<file path="src/rtl/sk6812_pkg.sv">
// Shared definitions for the SK6812RGBW frame scheduler.
//   state_e            : frame scheduler states (IDLE, RUN, DRAIN)
//   CLOCK_CYCLE_COUNT  : clock cycles per 800 kHz bit slot
//   DRAIN_CYCLES       : cycles to wait after the last request
//                        (32 bits of the last LED + 600 bit-slot latch + 4 margin)
//   LANE_R..LANE_W     : byte-lane indices inside an RGBW word
package sk6812_pkg;

  typedef enum logic [1:0] {
    IDLE  = 2'd0,
    RUN   = 2'd1,
    DRAIN = 2'd2
  } state_e;

  localparam int LANE_R = 0;
  localparam int LANE_G = 1;
  localparam int LANE_B = 2;
  localparam int LANE_W = 3;

  function automatic int CLOCK_CYCLE_COUNT(input int clock_frq);
    return clock_frq / 800_000;
  endfunction

  function automatic int DRAIN_CYCLES(input int clock_frq);
    return (32 + 600 + 4) * CLOCK_CYCLE_COUNT(clock_frq);
  endfunction

endpackage

</file>
<file path="src/rtl/sk6812_frame_ram.sv">
// Double-buffered frame store: 2*LEDS_NUM words of 32 bits.
//   clock   : rising-edge clock
//   wr_en   : synchronous write strobe
//   wr_addr : {bank, led index}
//   wr_data : RGBW word to store
//   rd_en   : synchronous read strobe
//   rd_addr : {bank, led index}
//   rd_data : registered read data, held while rd_en is low
// The bank select is the address MSB; bank 1 is packed directly after
// bank 0 so the storage is exactly 2*LEDS_NUM deep. Callers only issue
// accesses with led index < LEDS_NUM.
module sk6812_frame_ram #(
  parameter int LEDS_NUM = 3,
  parameter int IDX_W    = 2
) (
  input  logic             clock,
  input  logic             wr_en,
  input  logic [IDX_W:0]   wr_addr,
  input  logic [31:0]      wr_data,
  input  logic             rd_en,
  input  logic [IDX_W:0]   rd_addr,
  output logic [31:0]      rd_data
);

  localparam int DEPTH  = 2 * LEDS_NUM;
  localparam int MEM_AW = (DEPTH > 1) ? $clog2(DEPTH) : 1;

  logic [31:0] mem [DEPTH];

  function automatic logic [MEM_AW-1:0] lin_addr(input logic [IDX_W:0] a);
    return MEM_AW'((a[IDX_W] ? LEDS_NUM : 0) + int'(a[IDX_W-1:0]));
  endfunction

  always_ff @(posedge clock) begin
    if (wr_en) mem[lin_addr(wr_addr)] <= wr_data;
    if (rd_en) rd_data <= mem[lin_addr(rd_addr)];
  end

endmodule

</file>
<file path="src/rtl/sk6812_frame_scheduler.sv">
// Frame-level controller for an SK6812RGBW serial LED driver.
//   clock, reset_n        : clock and asynchronous active-low reset
//   wr_en/wr_addr/wr_data : host writes into the back bank
//   commit                : request a bank swap at the next frame start
//   brightness            : global scale, latched at frame start
//   commit_ack            : pulse in the first RUN cycle of a swapping frame
//   busy                  : high from frame start until the drain completes
//   frame_done            : pulse when the drain completes
//   drv_reset             : holds the driver in reset while IDLE
//   drv_new_data_req      : driver request (rising edge is served)
//   drv_current_ledN      : LED index requested by the driver
//   drv_color_rgbw        : scaled colour word, valid 2 cycles after request
module sk6812_frame_scheduler
  import sk6812_pkg::*;
#(
  parameter int LEDS_NUM       = 3,
  parameter int CLOCK_FRQ      = 50_000_000,
  parameter int REFRESH_HZ     = 100,
  parameter int LED_ADDR_WIDTH = $clog2(LEDS_NUM + 1)
) (
  input  logic                      clock,
  input  logic                      reset_n,
  input  logic                      wr_en,
  input  logic [LED_ADDR_WIDTH-1:0] wr_addr,
  input  logic [31:0]               wr_data,
  input  logic                      commit,
  input  logic [7:0]                brightness,
  output logic                      commit_ack,
  output logic                      busy,
  output logic                      frame_done,
  output logic                      drv_reset,
  input  logic                      drv_new_data_req,
  input  logic [LED_ADDR_WIDTH-1:0] drv_current_ledN,
  output logic [31:0]               drv_color_rgbw
);

  localparam int DRAIN_N        = DRAIN_CYCLES(CLOCK_FRQ);
  localparam int DRAIN_W        = $clog2(DRAIN_N + 1);
  localparam int REFRESH_PERIOD = (REFRESH_HZ == 0) ? 1 : CLOCK_FRQ / REFRESH_HZ;
  localparam int REF_W          = $clog2(REFRESH_PERIOD + 1);

  // Per-lane scale: (c * (bri + 1)) >> 8, keeping the upper byte of the
  // 16-bit product so bri=255 is an exact pass-through.
  function automatic logic [31:0] scale_rgbw(input logic [31:0] c, input logic [7:0] b);
    logic [31:0] r;
    r = '0;
    for (int i = LANE_R; i <= LANE_W; i++)
      r[8*i +: 8] = 8'((16'(c[8*i +: 8]) * (16'(b) + 16'd1)) >> 8);
    return r;
  endfunction

  state_e               state, state_nxt;
  logic                 front_bank;
  logic                 commit_pend;
  logic [REF_W-1:0]     refresh_cnt;
  logic [DRAIN_W-1:0]   drain_cnt;
  logic [7:0]           bri_q;
  logic                 refresh_exp;
  logic                 start, swap, done;
  logic                 req_q, req_rise, rd_oob, last_req;
  logic                 wr_ok;
  logic                 vld_p0, oob_p0;
  logic [31:0]          ram_q_p0;

  assign refresh_exp = (REFRESH_HZ != 0) && (refresh_cnt == REF_W'(REFRESH_PERIOD - 1));
  assign req_rise    = drv_new_data_req && !req_q && (state == RUN);
  assign rd_oob      = int'(drv_current_ledN) >= LEDS_NUM;
  assign last_req    = rd_oob;
  assign wr_ok       = wr_en && (int'(wr_addr) < LEDS_NUM);
  assign busy        = (state != IDLE);
  assign drv_reset   = (state == IDLE);

  always_ff @(posedge clock or negedge reset_n) begin
    if (!reset_n) state <= IDLE;
    else          state <= state_nxt;
  end

  always_comb begin
    state_nxt = state;
    start     = 1'b0;
    swap      = 1'b0;
    done      = 1'b0;
    case (state)
      IDLE: begin
        // A commit arriving this cycle counts as pending, so a write and a
        // commit in the same cycle land in the bank that becomes the front.
        if (commit_pend || commit || refresh_exp) begin
          state_nxt = RUN;
          start     = 1'b1;
          swap      = commit_pend || commit;
        end
      end
      RUN: begin
        if (req_rise && last_req) state_nxt = DRAIN;
      end
      DRAIN: begin
        if (drain_cnt == DRAIN_W'(DRAIN_N - 1)) begin
          state_nxt = IDLE;
          done      = 1'b1;
        end
      end
      default: state_nxt = IDLE;
    endcase
  end

  always_ff @(posedge clock or negedge reset_n) begin
    if (!reset_n) begin
      front_bank  <= 1'b0;
      commit_pend <= 1'b0;
      refresh_cnt <= '0;
      drain_cnt   <= '0;
      commit_ack  <= 1'b0;
      frame_done  <= 1'b0;
    end else begin
      commit_ack <= swap;
      frame_done <= done;
      if (swap)        front_bank <= ~front_bank;
      if (start)       commit_pend <= 1'b0;
      else if (commit) commit_pend <= 1'b1;
      if (start)                            refresh_cnt <= '0;
      else if (REFRESH_HZ != 0 && !refresh_exp) refresh_cnt <= refresh_cnt + REF_W'(1);
      if (state != DRAIN) drain_cnt <= '0;
      else                drain_cnt <= drain_cnt + DRAIN_W'(1);
    end
  end

  always_ff @(posedge clock) begin
    if (start) bri_q <= brightness;
  end

  sk6812_frame_ram #(
    .LEDS_NUM (LEDS_NUM),
    .IDX_W    (LED_ADDR_WIDTH)
  ) u_ram (
    .clock   (clock),
    .wr_en   (wr_ok),
    .wr_addr ({~front_bank, wr_addr}),
    .wr_data (wr_data),
    .rd_en   (req_rise && !rd_oob),
    .rd_addr ({front_bank, drv_current_ledN}),
    .rd_data (ram_q_p0)
  );

  // ---- stage p0: request edge launches the RAM read ----
  always_ff @(posedge clock or negedge reset_n) begin
    if (!reset_n) begin
      req_q  <= 1'b0;
      vld_p0 <= 1'b0;
      oob_p0 <= 1'b0;
    end else begin
      req_q  <= drv_new_data_req;
      vld_p0 <= req_rise;
      if (req_rise) oob_p0 <= rd_oob;
    end
  end

  // ---- stage p1: brightness scale into the output register ----
  always_ff @(posedge clock or negedge reset_n) begin
    if (!reset_n)    drv_color_rgbw <= '0;
    else if (vld_p0) drv_color_rgbw <= oob_p0 ? '0 : scale_rgbw(ram_q_p0, bri_q);
  end

endmodule

</file>
<file path="config.mk">
export PLATFORM = sky130hd
export DESIGN_NAME = sk6812_frame_scheduler
export DESIGN_NICKNAME = d
export VERILOG_FILES = /design/src/rtl/sk6812_pkg.sv /design/src/rtl/sk6812_frame_ram.sv /design/src/rtl/sk6812_frame_scheduler.sv
export SDC_FILE = /design/constraint.sdc
export NUM_CORES = 1
export LEC_CHECK = 0
export BUFFER_PORTS_ARGS = -buffer_cell sky130_fd_sc_hd__buf_4
export CORE_MARGIN = 2
export CORE_UTILIZATION = 63
export CTS_CLUSTER_DIAMETER = 200
export DETAILED_ROUTE_END_ITERATION = 16
export GPL_TIMING_DRIVEN = 0
export PLACE_DENSITY = 0.81
export SLEW_MARGIN = 20
export SYNTH_ARGS = -nofsm -noshare
export SYNTH_HDL_FRONTEND = slang
export SYNTH_HIERARCHICAL = 1
export SYNTH_SLANG_ARGS = --single-unit
</file>
<file path="constraint.sdc">
create_clock -name clock -period 6.1 [get_ports clock]
set_input_delay 1.83 -clock clock [delete_from_list [all_inputs] [get_ports clock]]
set_output_delay 1.83 -clock clock [all_outputs]
set_load 0.02 [all_outputs]
</file>
# Word level (Yosys, flattened, before mapping)
# Memories as Yosys holds them, arrays and structs flattened. A register that Yosys moved wholly into a read port is not among the register bits.
# Index checks and enable logic that the tools add are counted.
# word_totals
regBits	84
romBits	0
latchBits	0
elab_cells	67
ram_bits	192
input_bits	49
memories	1
output_inout_bits	36
# classes
div_mod_pow	0
shifts	0
mul	4
eq_ne	9
n_lt_le_gt_ge	2
addsub	5
n_reduce_logical	13
n_bitwise	1
mux	20
# memory_table
memory	depth	word_bits	read_ports	rd_clocked_by_memory_dff	wr	line_no	source
u_ram.mem	6	32	1	1	1	sk6812_frame_ram.sv:28	logic [31:0] mem [DEPTH];
# ops
operator	count
$mul A8 B16 Y16	3
$mux W19	2
$mux W32	1
$add A19 B1 Y19 const B	1
$eq A19 B19 Y1 const B	1
$add A16 B1 Y16 const B	1
$eq A16 B16 Y1 const B	1
$mul A8 B9 Y16	1
$mux W16	1
$mux W1	10
$mux W2	5
$add A8 B1 Y9 const B	1
$add A3 B3 Y3	2
$ne A2 B1 Y1 const B	3
$pmux W2 S3	1
$logic_and A1 B1 Y1	5
$ne A2 B2 Y1 const B	2
$reduce_bool A2 Y1	2
$reduce_and A3 Y1	1
$eq A2 B1 Y1 const B	1
$eq A2 B2 Y1 const B	1
$ge A2 B2 Y1 const B	1
$logic_not A1 Y1	2
$logic_not A2 Y1	1
other kinds (3)	4

# Depth between registers and ports, before layout
# Gate-level depths: netlist of run 1.
# depth
depth_word	6
mapped_depth	20
mapped_depth_nobuf	18

# Modules after synthesis
# Netlist of run 1, hierarchy kept.
# modules_own_cells
module	seq_area_each_um2	n_inst	cells_each	area_each_um2
sk6812_frame_scheduler	2142.1	1	1292	12039.0
sk6812_frame_ram	6726.5	1	350	8516.9

# Worst setup path after synthesis of run 1
# No wires, ideal clock.
# synth_timing
path_type	input to register
startpoint	input port wr_addr[0]
endpoint	memory u_ram.mem[4][0], enable pin
path_buffers	0
slack_ps	573
cell_stages	4
arrival_time_ps	5059
setup_time_ps	468
required_time_ps	5632
cell_sequence	ha_1 fa_1 nand2b_1 nor3b_1
# synth_via
elab_chain_cells	4
elab_cells_between_ends	5
classes_between	1 x add/sub; 1 x order compare; 2 x mux; 1 x reduce/logical
# synth_rtl
item	line_no	source
from (decl)	sk6812_frame_scheduler.sv:24	input logic [LED_ADDR_WIDTH-1:0] wr_addr,
$lt A2 B2 Y1	sk6812_frame_scheduler.sv:69	assign wr_ok = wr_en && (int'(wr_addr) < LEDS_NUM);
$logic_and A1 B1 Y1	sk6812_frame_scheduler.sv:69	
$mux W1	sk6812_frame_ram.sv:35	if (wr_en) mem[lin_addr(wr_addr)] <= wr_data;
$mux W1 (not written as such)	sk6812_frame_ram.sv:35	
to (decl)	sk6812_frame_ram.sv:28	
# Several ways; a longest one is shown, not always the timed one.

# Worst setup path after layout of run 1
# layout_timing
startpoint	register bri_q[4]
endpoint	register drv_color_rgbw[11]
# layout_via
elab_chain_cells	3
# layout_rtl
item	line_no	source
from (decl)	sk6812_frame_scheduler.sv:57	logic [7:0] bri_q;
from (signal assigned)	sk6812_frame_scheduler.sv:128	if (start) bri_q <= brightness;
$add A8 B1 Y9	sk6812_frame_scheduler.sv:48	r[8*i +: 8] = 8'((16'(c[8*i +: 8]) * (16'(b) + 16'd1)) >> 8);
$mul A8 B16 Y16	sk6812_frame_scheduler.sv:48	
$mux W32	sk6812_frame_scheduler.sv:160	else if (vld_p0) drv_color_rgbw <= oob_p0 ? '0 : scale_rgbw(ram_q_p0, bri_q);
to (signal assigned)	sk6812_frame_scheduler.sv:160	
to (decl)	sk6812_frame_scheduler.sv:34	output logic [31:0] drv_color_rgbw
# No other way between the ends.
# A chain may end at the register's enable or synchronous reset.

==> metrics.md, run 1 <==
| Metric | Value |
|---|---|
| Rows | `66` |
| Final clock skew | `0.0386 ns` |
| Hold Crit Depth | `1` |
| Post-Syn Area | `0.0206 sq mm` |
| Number of nets in the layout | `2120` |
| Dpl cell area | `0.0220 sq mm` |
| Vias in the first global route | `13.9k` |
| Final Critical Period | `5.96 ns` |
| Fmax | `0.168 GHz` |
| Setup_tns | `0 ns` |
| Synth Net Count | `1986` |
| Largest net degree at the start of global routing | `77` |
| Max-cap violations | `0` |
| Post-CTS Hold Buffers | `0` |
| Post-synthesis cell type count | `71` |
| Core Area | `0.0324 sq mm` |
| Kind of critical path | `flip-flop to flip-flop` |
| Final instance area | `0.0231 sq mm` |
| Port-buffer cells | `84` |
| Syn-to-layout area delta | `12.3%` |
| CP arrival | `6.44 ns` |
| Num CTS Buffers | `30` |
| Critical path startpoint category | `flip-flop` |
| H-tree depth | `1` |
| CP required | `6.59 ns` |
| Count of state elements after synthesis | `308` |
| Chip width | `185 microns` |
| Register area share after synthesis | `0.431` |
| Async SR Flop Fraction | `0.247` |
| Final Max Slew Viols | `0` |
| Syn_area_per_cell | `12.5 sq um` |
| Dpl hpwl | `33.4 mm` |
| GRT Residual Overflow | `0` |
| Hold Violations, Final | `0` |
| I/O pins | `85` |
| Rel. slew slack | `0.348` |
| Predominant post-synthesis flop cell | `edfxtp_1` |
| Global-route wire length before repair | `73.2 mm` |
| Finished Layout Cells | `2239` |
| Synth Warn # | `6` |
| Clock Tree Buf Depth | `3` |
| Die Ht | `185 microns` |
| Min Hold Slack | `0.476 ns` |
| GRT Overall Usage | `0.281` |
| Initial drt markers | `920` |
| Hold Path Class | `flip-flop to flip-flop` |
| # diodes | `0` |
| Drt pass-1 iters | `5` |
| Outcome | `completed` |
| Wirelength per Cell | `20.4 microns` |
| Die area | `0.0341 sq mm` |
| Vias post-DR | `13.0k` |
| Fin crit share | `0.976` |
| Worst-path clk slew | `0.07 ns` |
| Clock latency on the worst-skew pair | `0.59 ns` |
| TritonCTS Sinks | `308` |
| Post-synthesis cell count | `1642` |
| Initial antenna violation count | `0` |
| Routed Antenna Nets | `0` |
| Worst setup EP type | `flip-flop` |
| DRC | `0` |
| Least-Margin Pin Slew | `0.978 ns` |
| R2R depth | `18` |
| Initial Util | `0.635` |
| Inst Count DP | `2184` |
| CTS tree | `yes` |
| Gp weighted congestion | `0.901` |
| Post-Route WL | `45.6 mm` |
| Post-synth EDFFs | `232` |
| Layout cells sized above 1 | `0.148` |
| Worst-path fanout max | `10` |
| Root Driver | `clkbuf_16` |
| Vias/cell | `5.82` |
| Final setup fails | `0` |
## through the flow
step | utilization | worst slack (ns)
after global routing | 0.713 | -0.00506
after detailed placement | 0.679 | -0.598
after global placement | 0.672 | -1.52
final | 0.713 | 0.144
after CTS | 0.711 | -0.00858
after floorplan | - | 0.573
## timing repair
item | CTS | global route
gates resized for setup | 6 | 33
buffers inserted | 1 | 1
setup endpoints to repair | 25 | 15
pin swaps | 0 | 0
## logic make-up after synthesis
kind of cell / count (synthesis) / share of synthesized area
AO/OA/AOI/OAI: 121 / 0.0425
XOR/XNOR: 67 / 0.0285
adder cells (fa/ha/maj): 295 / 0.239
buffers and inverters: 271 / 0.0524
flip-flops: 308 / 0.431
multiplexers: 97 / 0.0761
AND/OR/NAND/NOR: 483 / 0.130
## critical path: stages, from the launching register on
cell	delay (ns)
edfxtp_1	0.50
nand3_1	0.11
nor2_1	0.28
xor2_1	0.44
buf_2	0.38
nand2_1	0.13
fa_1	0.52
fa_1	0.55
inv_1	0.05
fa_1	0.47
inv_1	0.05
fa_1	0.47
inv_1	0.05
ha_1	0.28
a2111oi_1	0.39
o31a_1	0.34
nor3_2	0.11
or4_1	0.49
a32o_1	0.26
## synth_stat cells, types with 4 or more instances
| cell type | number | area [sq um] |
|---|---|---|
| dfrtp_1 | 76 | 1900 |
| mux2_2 | 4 | 45.0 |
| and3_1 | 16 | 100 |
| nand3_1 | 26 | 130 |
| clkbuf_1 | 41 | 154 |
| or3_1 | 11 | 68.8 |
| o21a_1 | 4 | 30.0 |
| o31ai_1 | 6 | 45.0 |
| nor4_1 | 11 | 68.8 |
| nand2_1 | 84 | 315 |
| fa_1 | 162 | 3240 |
| buf_6 | 7 | 78.8 |
| xnor2_1 | 40 | 350 |
| a21oi_1 | 24 | 120 |
| buf_2 | 6 | 30.0 |
| ha_1 | 133 | 1660 |
| edfxtp_1 | 232 | 6970 |
| and2_1 | 190 | 1190 |
| mux4_2 | 32 | 721 |
| nor2b_1 | 18 | 113 |
| o21ai_0 | 14 | 70.1 |
| a32o_1 | 5 | 50.1 |
| mux2_1 | 30 | 338 |
| inv_1 | 216 | 811 |
| xor2_1 | 27 | 236 |
| a31oi_1 | 4 | 25.0 |
| nor3_1 | 20 | 100 |
| nor2_1 | 59 | 221 |
| o21bai_1 | 5 | 37.5 |
| nand2b_1 | 9 | 56.3 |
| mux2_4 | 30 | 450 |
| and2b_1 | 4 | 30.0 |
| a21o_1 | 13 | 97.6 |
| a22o_1 | 11 | 96.3 |
| nand4_1 | 11 | 68.8 |
## sequential cells by signal (all words and copies together), names as in the netlist
register / flops
refresh_cnt: 19
state: 2
front_bank: 1
u_ram/rd_data: 32
vld_p0: 1
commit_pend: 1
commit_ack: 1
drv_color_rgbw: 32
oob_p0: 1
drain_cnt: 16
bri_q: 8
u_ram/mem: 192
frame_done: 1
req_q: 1
## placed cells by master, fill, tap and decap left out, types with 11 or more instances in the layout
cell / instances
nand3_1: 26
nor2b_1: 18
clkbuf_1: 27
a22o_1: 11
nor2_1: 56
nor4_1: 11
and2_1: 190
fa_1: 162
inv_1: 216
mux2_1: 30
nor3_1: 18
ha_1: 132
xor2_1: 25
a21o_1: 13
dfrtp_1: 76
o21ai_0: 13
and3_1: 16
buf_4: 95
edfxtp_1: 232
mux2_4: 30
a21oi_1: 23
xnor2_1: 40
clkbuf_16: 30
nand4_1: 11
nand2_1: 84
or3_1: 11
mux4_2: 32
## path summary, 6_finish.rpt
kind / end / from / slack [ns]
setup / recovery: drv_color_rgbw[11]$_DFFE_PN0P_ / bri_q[4]$_DFFE_PP_ / 0.14
hold / removal: drain_cnt[0]$_DFF_PN0_ / drain_cnt[0]$_DFF_PN0_ / 0.48
hold reg to reg: drain_cnt[0]$_DFF_PN0_ / drain_cnt[0]$_DFF_PN0_ / 0.48
max in group asynchronous: drv_color_rgbw[1]$_DFFE_PN0P_ / reset_n / 4.04
min in group asynchronous: drain_cnt[11]$_DFF_PN0_ / reset_n / 1.37
setup reg to reg: drv_color_rgbw[11]$_DFFE_PN0P_ / bri_q[4]$_DFFE_PP_ / 0.14
## final cells by class
type                    instances  area, sq um
flip-flops and latches        308         8870
clock buffers                  30          751
multi-input cells            1063        10700
inverters                     217          815
clock inverters                23          272
repair buffers                102          850
fillers                      2190         9280
plain buffers                  54          288
well taps                     442          553
## per-layer routing
metal,vias to the layer above,global-route usage,part of all wire
met4,0,0.102,0.036
met3,105,0.0506,0.062
met1,6654,0.358,0.40
li1,5856,-,-
met2,426,0.483,0.51
met5,-,0,0
Power of run 1 is not shown: default switching activity piles up to over one toggle a cycle in this logic, so the estimate is an artifact.
==> inputs of run 2 (changes only) <==
ABC_AREA = 1   (was unset)
CAP_MARGIN = 20   (was unset)
CORE_UTILIZATION = 64   (was 63)
PLACE_DENSITY = 0.82   (was 0.81)
==> metrics.md, run 2 <==
| Metric | Value |
|---|---|
| Outcome | `completed` |
| Predominant post-synthesis flop cell | `edfxtp_1` |
| Hold Violations, Final | `0 (unchanged)` |
| Synth Net Count | `2729 (+37%)` |
| Syn_area_per_cell | `9.05 sq um (-28%)` |
| Count leader, synth | `nand2_1` |
| Async SR Flop Fraction | `0.247 (unchanged)` |
| Dpl hpwl | `38.8 mm (+16%)` |
| # diodes | `0 (unchanged)` |
| R2R depth | `18 (unchanged)` |
| Fin crit share | `0.949 (-0.0279)` |
| Post-synth top cells | `nand2_1, inv_1, nor2_1` |
| Sw Ratio | `0.230` |
| Most common cell after layout, fill and taps aside | `nand2_1` |
| Largest register FFs | `192 (unchanged)` |
| Least-Margin Pin Slew | `0.825 ns (-0.153 ns)` |
| Largest net degree at the start of global routing | `77 (unchanged)` |
| Vias/cell | `5.63 (-3.3%)` |
| Routed Antenna Nets | `0 (unchanged)` |
| Largest stage delay, worst path | `0.58 ns (+0.03 ns)` |
| Drt pass-1 iters | `6 (+1)` |
| Syn-to-layout area delta | `11.8%` |
| Worst setup EP type | `flip-flop` |
| Fmax | `0.173 GHz (+2.9%)` |
| Leading registers by flop count | `u_ram/mem x192, drv_color_rgbw x32, u_ram/rd_data x32` |
| Hold Crit Depth | `2 (+1)` |
| Max-cap violations | `0 (unchanged)` |
| Critical path startpoint category | `flip-flop` |
| Rel. slew slack | `0.450 (+0.102)` |
| GRT Residual Overflow | `0 (unchanged)` |
| Clock Tree Buf Depth | `3 (unchanged)` |
| CP max-delay cell | `ha_1` |
| Post-synth EDFFs | `232 (unchanged)` |
| Vias post-DR | `16.8k (+29%)` |
| Max VDD drop | `0.264 mV` |
| Num CTS Buffers | `34 (+13%)` |
| Comb power frac | `0.077` |
| TritonCTS Sinks | `308 (unchanged)` |
| Count of state elements after synthesis | `308 (unchanged)` |
| Most used cell, CP | `fa_1` |
| Sw Pwr | `1.09 mW` |
| Final Critical Period | `5.79 ns (-0.170 ns)` |
| CP arrival | `6.21 ns (-0.23 ns)` |
| Root Driver | `clkbuf_16` |
| Layout cells sized above 1 | `0.0998 (-0.0483)` |
| Kind of critical path | `flip-flop to flip-flop` |
| Area leader, netlist | `edfxtp_1` |
| Dpl cell area | `0.0230 sq mm (+4.6%)` |
| CTS tree | `yes` |
| Most frequent cells in the layout | `nand2_1, inv_1, nor2_1` |
| Largest Register | `u_ram/mem` |
| Synth Warn # | `6 (unchanged)` |
| Crit-path cells | `ha_1 > buf_4 > clkbuf_1 > nand2_1 > fa_1 > fa_1 > inv_1 > fa_1 > inv_1 > fa_1 > inv_1 > ha_1 > a21oi_1 > o21ai_0 > a21oi_1 > nand3b_1 > nand3_1 > nand2_1` |
| GRT Overall Usage | `0.312 (+0.0310)` |
| Core Area | `0.0334 sq mm (+3.1%)` |
| CP required | `6.53 ns (-0.06 ns)` |
| Register share of total power | `0.490` |
| Post-Syn Area | `0.0216 sq mm (+5.0%)` |
| Hold Path Class | `flip-flop to flip-flop` |
| Final clock skew | `0.0284 ns (-0.0102 ns)` |
| Global-route wire length before repair | `86.1 mm (+18%)` |
| Final Max Slew Viols | `0 (unchanged)` |
| Gp weighted congestion | `0.922 (+2.4%)` |
| Worst-path clk slew | `0.06 ns (about the same)` |
| Power per cell area | `196 mW/mm^2` |
| Post-CTS Hold Buffers | `0 (unchanged)` |
| Die area | `0.0352 sq mm (+3.2%)` |
| Post-Route WL | `52.9 mm (+16%)` |
| H-tree depth | `2 (+1)` |
| Post-CTS setup buffer count | `0 (-1)` |
| Tot Pwr | `4.74 mW` |
| Post-synthesis cell type count | `46 (-35%)` |
| Final setup fails | `0 (unchanged)` |
| Vias in the first global route | `17.4k (+26%)` |
| Internal Power | `3.65 mW` |
| Synth area leaders | `edfxtp_1, fa_1, nand2_1` |
| Port-buffer cells | `84 (unchanged)` |
| Initial drt markers | `1559 (+69%)` |
| Wirelength per Cell | `17.7 microns (-13%)` |
| Post-CTS sizing | `0 (-6)` |
| Clock latency on the worst-skew pair | `0.55 ns (-0.04 ns)` |
| Final instance area | `0.0241 sq mm (+4.5%)` |
| RSZ-0062 raised after global routing | `no` |
| Chip width | `188 microns (+1.6%)` |
| DRC | `0 (unchanged)` |
| Clock power share | `0.433` |
| Setup_tns | `0 ns (unchanged)` |
| Post-synth top area share | `0.323 (-0.0160)` |
| Lkg Pwr | `11.7 nW` |
| Post-synthesis cell count | `2385 (+45%)` |
| Initial Util | `0.647 (+0.0116)` |
| Worst-path fanout max | `10 (unchanged)` |
| Rows | `67 (+1.5%)` |
| Register area share after synthesis | `0.411 (-0.0204)` |
| I/O pins | `85 (unchanged)` |
| Number of nets in the layout | `2857 (+35%)` |
| Initial antenna violation count | `0 (unchanged)` |
| Die Ht | `188 microns (+1.6%)` |
| Final core occ | `0.723 (+0.00985)` |
run 2: cell count changes after synthesis, sizes merged, moves of 64 or more:
cell	change
and2	-190
inv	+165
mux2	-64
nand2	+524
nand3	+156
nor2	+246
run 2: layer usage:
metal,up-vias,routed length (microns),GRT usage
li1,7853,-,-
met3,155,4530,0.0642
met1,8070,20200,0.378
met5,-,0,0
met2,730,26100,0.535
met4,0,2100,0.147
run 2: final cells by class:
type,instances,area [sq um]
Tap cell,448,561
Timing Repair Buffer,92,815
Multi-Input combinational cell,1633,11000
Clock buffer,44,940
Sequential cell,308,8870
Clock inverter,15,176
Inverter,381,1430
Fill cell,2465,9240
Buffer,63,367
run 2: logic make-up after synthesis:
logic type      synth area share
fa+ha+maj                  0.227
xor+xnor                 0.00365
buf+inv                   0.0834
simple gates               0.233
compound gates            0.0411
flops                      0.411
run 2: worst paths after layout:
check                                               start                              to  slack, ns
max                                    bri_q[0]$_DFFE_PP_   drv_color_rgbw[4]$_DFFE_PN0P_       0.31
min                        drv_color_rgbw[14]$_DFFE_PN0P_  drv_color_rgbw[14]$_DFFE_PN0P_       0.48
max reg2reg                            bri_q[0]$_DFFE_PP_   drv_color_rgbw[4]$_DFFE_PN0P_       0.31
min reg2reg                drv_color_rgbw[14]$_DFFE_PN0P_  drv_color_rgbw[14]$_DFFE_PN0P_       0.48
max in group asynchronous                         reset_n      refresh_cnt[4]$_DFFE_PN0P_       4.23
min in group asynchronous                         reset_n  drv_color_rgbw[12]$_DFFE_PN0P_       1.28
run 2: critical path, delay by kind of cell (launching register included):
| kind | cells | cell delay, ns |
|---|---|---|
| compound gates | 3 | 0.64 |
| fa+ha+maj | 6 | 3.05 |
| buf+inv | 5 | 0.97 |
| flops | 1 | 0.56 |
| simple gates | 4 | 0.45 |
run 2: metrics by stage:
step	std cells	setup slack [ns]	hold slack, ns
after CTS	2984	0.231	0.483
after detailed placement	2925	0.271	0.466
after floorplan	2385	1.24	0.427
final	2984	0.314	0.481
after global routing	2984	0.0698	0.504
after global placement	2917	0.313	0.463
run 2: power groups by stage:
| stage | clock [mW] | combinational [mW] | sequential, mW |
|---|---|---|---|
| 6_report | 2.05 | 0.365 | 2.32 |
| 5_1_grt | 2.17 | 0.392 | 2.32 |
| 4_1_cts | 2.09 | 0.357 | 2.32 |
| 3_5_place_dp | 0 | 0.350 | 2.36 |
| 3_3_place_gp | 0 | 0.321 | 2.36 |
| 2_1_floorplan | 0 | 0.193 | 2.36 |
Power figures use the tool's default switching activity.
